$ cat src/rtl/cpu_core.sv
// rtl/cpu_core.sv - Hack CPU core: A/D/PC registers around the Hack ALU, one instruction per clock.
// Optional self-loop detection on the halted output is built only when CPU_HALT_EN is defined.

module hack_alu (
   input  logic [15:0] x,
   input  logic [15:0] y,
   input  logic        zx,
   input  logic        nx,
   input  logic        zy,
   input  logic        ny,
   input  logic        f,
   input  logic        no,
   output logic [15:0] out,
   output logic        zr,
   output logic        ng
);

   logic [15:0] x_z, x_n, y_z, y_n, f_out;

   always_comb begin
      x_z   = zx ? 16'h0000 : x;
      x_n   = nx ? ~x_z : x_z;
      y_z   = zy ? 16'h0000 : y;
      y_n   = ny ? ~y_z : y_z;
      f_out = f ? (x_n + y_n) : (x_n & y_n);
      out   = no ? ~f_out : f_out;
      zr    = (out == 16'h0000);
      ng    = out[15];
   end

endmodule

module cpu_core (
   input  logic        clock,
   input  logic        reset,
   input  logic [15:0] inM,
   input  logic [15:0] instruction,
   output logic [15:0] outM,
   output logic        writeM,
   output logic [14:0] addressM,
   output logic [14:0] pc,
   output logic        halted
);

   logic [15:0] a_reg;
   logic [15:0] d_reg;
   logic [14:0] pc_reg;

   logic        is_c;
   logic [15:0] alu_y;
   logic [15:0] alu_out;
   logic        alu_zr;
   logic        alu_ng;
   logic        jump;

   // C-instruction bits 14:13 carry no meaning for this core
   logic [1:0]  unused_c_bits;
   assign unused_c_bits = instruction[14:13];

   assign is_c  = instruction[15];
   assign alu_y = instruction[12] ? inM : a_reg;

   hack_alu u_alu (
      .x   (d_reg),
      .y   (alu_y),
      .zx  (instruction[11]),
      .nx  (instruction[10]),
      .zy  (instruction[9]),
      .ny  (instruction[8]),
      .f   (instruction[7]),
      .no  (instruction[6]),
      .out (alu_out),
      .zr  (alu_zr),
      .ng  (alu_ng)
   );

   assign jump = is_c & ((instruction[2] & alu_ng) |
                         (instruction[1] & alu_zr) |
                         (instruction[0] & ~alu_zr & ~alu_ng));

   assign outM     = alu_out;
   assign writeM   = is_c & instruction[3] & ~reset;
   assign addressM = a_reg[14:0];
   assign pc       = pc_reg;

   // Jump target is the pre-edge A, so a same-instruction d1 load cannot redirect it
   always_ff @(posedge clock or posedge reset) begin
      if (reset) begin
         a_reg  <= 16'h0000;
         d_reg  <= 16'h0000;
         pc_reg <= 15'h0000;
      end else begin
         if (!is_c)
            a_reg <= instruction;
         else if (instruction[5])
            a_reg <= alu_out;
         if (is_c && instruction[4])
            d_reg <= alu_out;
         pc_reg <= jump ? a_reg[14:0] : pc_reg + 15'd1;
      end
   end

`ifdef CPU_HALT_EN
   logic halted_reg;

   always_ff @(posedge clock or posedge reset) begin
      if (reset)
         halted_reg <= 1'b0;
      else if (jump && (a_reg[14:0] == pc_reg))
         halted_reg <= 1'b1;
   end

   assign halted = halted_reg;
`else
   assign halted = 1'b0;
`endif

endmodule

$ cat config.mk
export PLATFORM = sky130hd
export DESIGN_NAME = cpu_core
export DESIGN_NICKNAME = d
export VERILOG_FILES = /design/src/rtl/cpu_core.sv
export SDC_FILE = /design/constraint.sdc
export NUM_CORES = 1
export LEC_CHECK = 0
export CORE_UTILIZATION = 55
export DETAILED_ROUTE_END_ITERATION = 7
export DONT_BUFFER_PORTS = 1
export GPL_TIMING_DRIVEN = 0
export PLACE_DENSITY = 0.78
export SETUP_SLACK_MARGIN = 0.15
export SLEW_MARGIN = 20
export SYNTH_ARGS = -nofsm -noshare
export SYNTH_HDL_FRONTEND = slang
export SYNTH_SLANG_ARGS = --single-unit
$ cat constraint.sdc
create_clock -name clock -period 5.73 [get_ports clock]
set_input_delay 0.8595 -clock clock [delete_from_list [all_inputs] [get_ports clock]]
set_output_delay 0.8595 -clock clock [all_outputs]
set_load 0.03 [all_outputs]
==> run summary <==
Global routing usage on met2: 47.7%. At the end of the flow, the number of nets in the layout was 564. For this run, the top clock speed supported by timing is 185 MHz. The netlist uses 58 different library cells. The power share of the sequential group came out at 30.7%. The initial utilization of the core area, before any placement, comes to 56.9%. The run gives 1.13 mW as the internal power of the cells. The total overflow left after global routing is 0. Measured on the finished design, the core utilization comes to 61.2%. After the flow finishes, the layout carries non-filler instances totaling 615. In this run the clock root is driven by a clkbuf_8. The number of nets in the synthesized netlist is 554. The worst setup path is launched from an input pin. The net switching power figure is 1.13 mW. For this run, the register share of the synthesized area comes to 26.6%. In the synthesized netlist, the number of instances is 502. The first-pass GRT wire length was 18.6 mm; the count of buffering cells on the critical path with inverters included was 3.

Buffers inserted to repair hold after CTS numbered 0. The total standard cell area after synthesis is 4420 um2, and the total via count in the routed design is 3811. Setup violations remaining at the end of the flow were counted as 0. No sink is reached through more buffers than the 2 on the longest clock path. The reported leakage power is 2.08 nW. In the layout the commonest cells are dfrtp_1 (47), nor2_1 (46), xnor2_1 (37), a21oi_1 (33), mux2i_1 (31). The clock reaches the later pin of the worst-skew pair after 0.31 ns. The area added between synthesis and finish came out at 7.50%. The run gives 32 as the row count. The detail route stage leaves a number of antenna-violating nets equal to 0.

The critical path in this run is classified as in -> out. The fraction of power spent switching nets was 50.0%. The clock network is responsible for 11.4% of the overall power. On the critical path the largest part of the delay comes from compound AO/OA/AOI/OAI gates.

Counting flops and latches in the post-synthesis netlist gives 47. Dividing the final minimum period by the clock period gives 94.5%. The delay of the slowest cell on the worst path was 0.39 ns. Category of the worst setup path capture point: an output pin.

The layer flagged by global routing as most heavily used is met2. The final number of hold-violating endpoints is 0, and the post-synthesis async set-or-reset flop share is 100%. The total area inside the core boundary comes to 7770 um2. For this design the top-level I/O count stands at 82.

For the number of H-tree levels, the log shows 2. The die covers 8400 um2. Traced cell by cell, the critical path runs through clkbuf_2, buf_4, mux2i_1, nor2_1, xor2_1, ha_1, o211a_1, a211oi_4, o21bai_1, a41oi_1, mux2_2, or3_1, and2_0, buf_4. The floorplan die height works out to 91.7 um. The logic gate share of total power was 57.9%. The average via count per standard cell came out at 6.20. The tools report the antenna diode instance count as 0. The final layout contains routed wiring with a total length of 11.7 mm. Global routing consumed, on the met3 layer, 4.39% of the routing resources.

TritonCTS built the clock tree. The highest-delay cell along the critical path is ha_1. At the worst endpoint, the required time is 4.87 ns.

The pin count of the biggest net entering global routing was 32; the tightest slew margin relative to the limit was 18.4%. The Yosys step of the flow raised 0 warnings. Yosys mapped a number of flops with a built-in enable equal to 0. The run finished with clean final reports. Along the worst path, the maximum fanout reaches 10. For this run, the leading register cell type out of synthesis is dfrtp_1.

From left edge to right edge, the die measures 91.7 um. The length of the first detailed-routing pass in iterations came out at 5. The detailed router finished its first iteration with 309 violations. The congestion estimate from routability-driven global placement came to 0.943. Leaving out fill and tap cells, the most frequent cell in the layout is dfrtp_1.

Counting the buffers created by CTS gives 5. Counting I/O delays and the setup requirement, the final critical path takes 5.42 ns. The run gives 37.6% as the global-route met1 utilization. The number of cells in the design after placement is 605, and the clock-pin slew on the worst setup and hold paths is 0.10 ns.

In the final layout, the share of cells above drive strength 1 is 15.8%. The worst hold slack is 0.421 ns. In the final routed layout, each cell accounts on average for 19.0 um.

The final HPWL from detailed placement came out at 8.97 mm. For the number of global-route vias before repair, the log shows 3590. Max-cap violations in this run came to 0. Setup repair after global routing could not meet its margin everywhere.

STA puts the critical path data arrival time at 4.56 ns. Count of final max-slew check failures: 0. The synthesized area divided by synthesized cell count is 8.81 um2. The tools report the number of antenna violations at the first check in global routing as 0. On the final layout, the worst clock skew is 0.00834 ns. The count of input and output buffers was 0. The global-route usage over all layers came out at 28.2%. Transition time at the pin with the least slew margin: 1.22 ns. Residual DRC count: 0.

Dividing total power by cell area gives a power density of 474 nW/um2. The clock sink total came out at 47. Type of the most critical hold path: in -> async. Among the stages of the critical path, the cell type that occurs most often is buf_4.

For the worst-case vdd ir drop, the log shows 0.295 mV.
-- worst register-to-register path: cells and delay by family (launching register included) --
kind	cells	cell delay (ns)
and+or+nand+nor	3	1.05
muxes	2	0.48
xor gates and xnor gates	1	0.16
AOI/OAI and AO/OA	6	1.70
DFF	1	0.43
adders and majority gates	2	0.71
buffers and inverters	2	0.32
-- metrics by stage --
step / instance area, um2 / power (mW) / worst slack [ns] / TNS [ns]
finish: 4750 / 2.25 / 0.314 / 0
global route: 4750 / 2.38 / 0.149 / 0
CTS: 4720 / 2.22 / 0.202 / 0
detailed placement: 4570 / 1.95 / -0.774 / -10.96
global placement: 4550 / 1.91 / -0.721 / -10.14
floorplan: 4420 / 1.72 / 0.151 / 0
-- metal layers --
| layer | vias to the layer above | part of all wire (%) | routed length [um] |
|---|---|---|---|
| met5 | - | 0 | 0 |
| met4 | 0 | 1.7 | 196 |
| met3 | 20 | 7.0 | 821 |
| met2 | 163 | 48 | 5610 |
| met1 | 1863 | 43 | 5060 |
| li1 | 1765 | - | - |
-- power by group through the flow --
stage	Sequential [mW]	Combinational, mW	Clock (mW)
after floorplan	0.662	1.05	0
after global placement	0.690	1.22	0
after detailed placement	0.697	1.25	0
after CTS	0.690	1.27	0.258
after global routing	0.706	1.41	0.273
final	0.692	1.30	0.257
-- path summary, 6_finish.rpt --
path,slack (ns),to,from,cells past startpoint
hold / removal,0.42,d_reg[8]$_DFFE_PP0P_,reset,1
setup / recovery,0.31,outM[15],instruction[12],14
min in group clock,0.50,d_reg[2]$_DFFE_PP0P_,d_reg[2]$_DFFE_PP0P_,2
setup reg to reg,0.80,pc[11]$_DFF_PP0_,a_reg[0]$_DFFE_PP0P_,16
hold reg to reg,0.50,d_reg[2]$_DFFE_PP0P_,d_reg[2]$_DFFE_PP0P_,2
max in group asynchronous,4.81,d_reg[6]$_DFFE_PP0P_,reset,2
-- what timing repair did --
| item | 4_1_cts | 5_1_grt |
|---|---|---|
| pin swaps | 1 | 1 |
| resized for setup | 5 | 8 |
| buffers inserted | 2 | 0 |
| endpoints found under the setup margin | 18 | 16 |
| endpoints found under the hold margin | 0 | 0 |
-- layout make-up --
| type | count | area [um2] |
|---|---|---|
| tap | 102 | 128 |
| inverter | 12 | 45.0 |
| clock inverter | 3 | 46.3 |
| timing repair buffer | 3 | 47.5 |
| multi-input combinational | 396 | 2970 |
| clock buffer | 5 | 68.8 |
| buffer | 47 | 272 |
| fill | 680 | 3010 |
| sequential | 47 | 1180 |
-- cell families (layout without fill, tap and decap cells) --
kind of cell               Yosys count  count (layout)  synth area share [%]
AOI/OAI and AO/OA                   97              97                  15.4
xor gates and xnor gates            56              56                  11.1
adders and majority gates           18              18                  5.26
buffers and inverters               59              70                  6.93
DFF                                 47              47                  26.6
muxes                               63              63                  15.9
other                                1               1                0.0848
and+or+nand+nor                    161             161                  18.8
-- cell usage after synthesis, types with 2 or more instances --
| master | n | area, um2 |
|---|---|---|
| and3_1 | 12 | 75.1 |
| buf_2 | 4 | 20.0 |
| xor2_1 | 18 | 158 |
| a21oi_1 | 33 | 165 |
| a21o_1 | 7 | 52.6 |
| nor2b_1 | 4 | 25.0 |
| buf_4 | 17 | 128 |
| nand4b_1 | 3 | 26.3 |
| dfrtp_1 | 47 | 1180 |
| nor3_1 | 6 | 30.0 |
| nand3b_1 | 8 | 60.1 |
| o21a_1 | 5 | 37.5 |
| mux2_2 | 22 | 248 |
| o21ai_0 | 16 | 80.1 |
| o2111ai_1 | 3 | 26.3 |
| o21bai_1 | 2 | 15.0 |
| nand2_1 | 29 | 109 |
| nand4_1 | 2 | 12.5 |
| nand2b_1 | 22 | 138 |
| a211o_1 | 3 | 26.3 |
| nand3_1 | 13 | 65.1 |
| xnor2_1 | 38 | 333 |
| o211a_1 | 2 | 20.0 |
| clkbuf_1 | 20 | 75.1 |
| inv_1 | 12 | 45.0 |
| nor2_1 | 46 | 173 |
| mux2_4 | 9 | 135 |
| buf_1 | 5 | 18.8 |
| a31oi_1 | 3 | 18.8 |
| mux2i_1 | 32 | 320 |
| o211ai_1 | 7 | 52.6 |
| or3_1 | 8 | 50.1 |
| ha_1 | 17 | 213 |
| a211oi_1 | 3 | 22.5 |
Power figures use the tool's default switching activity.
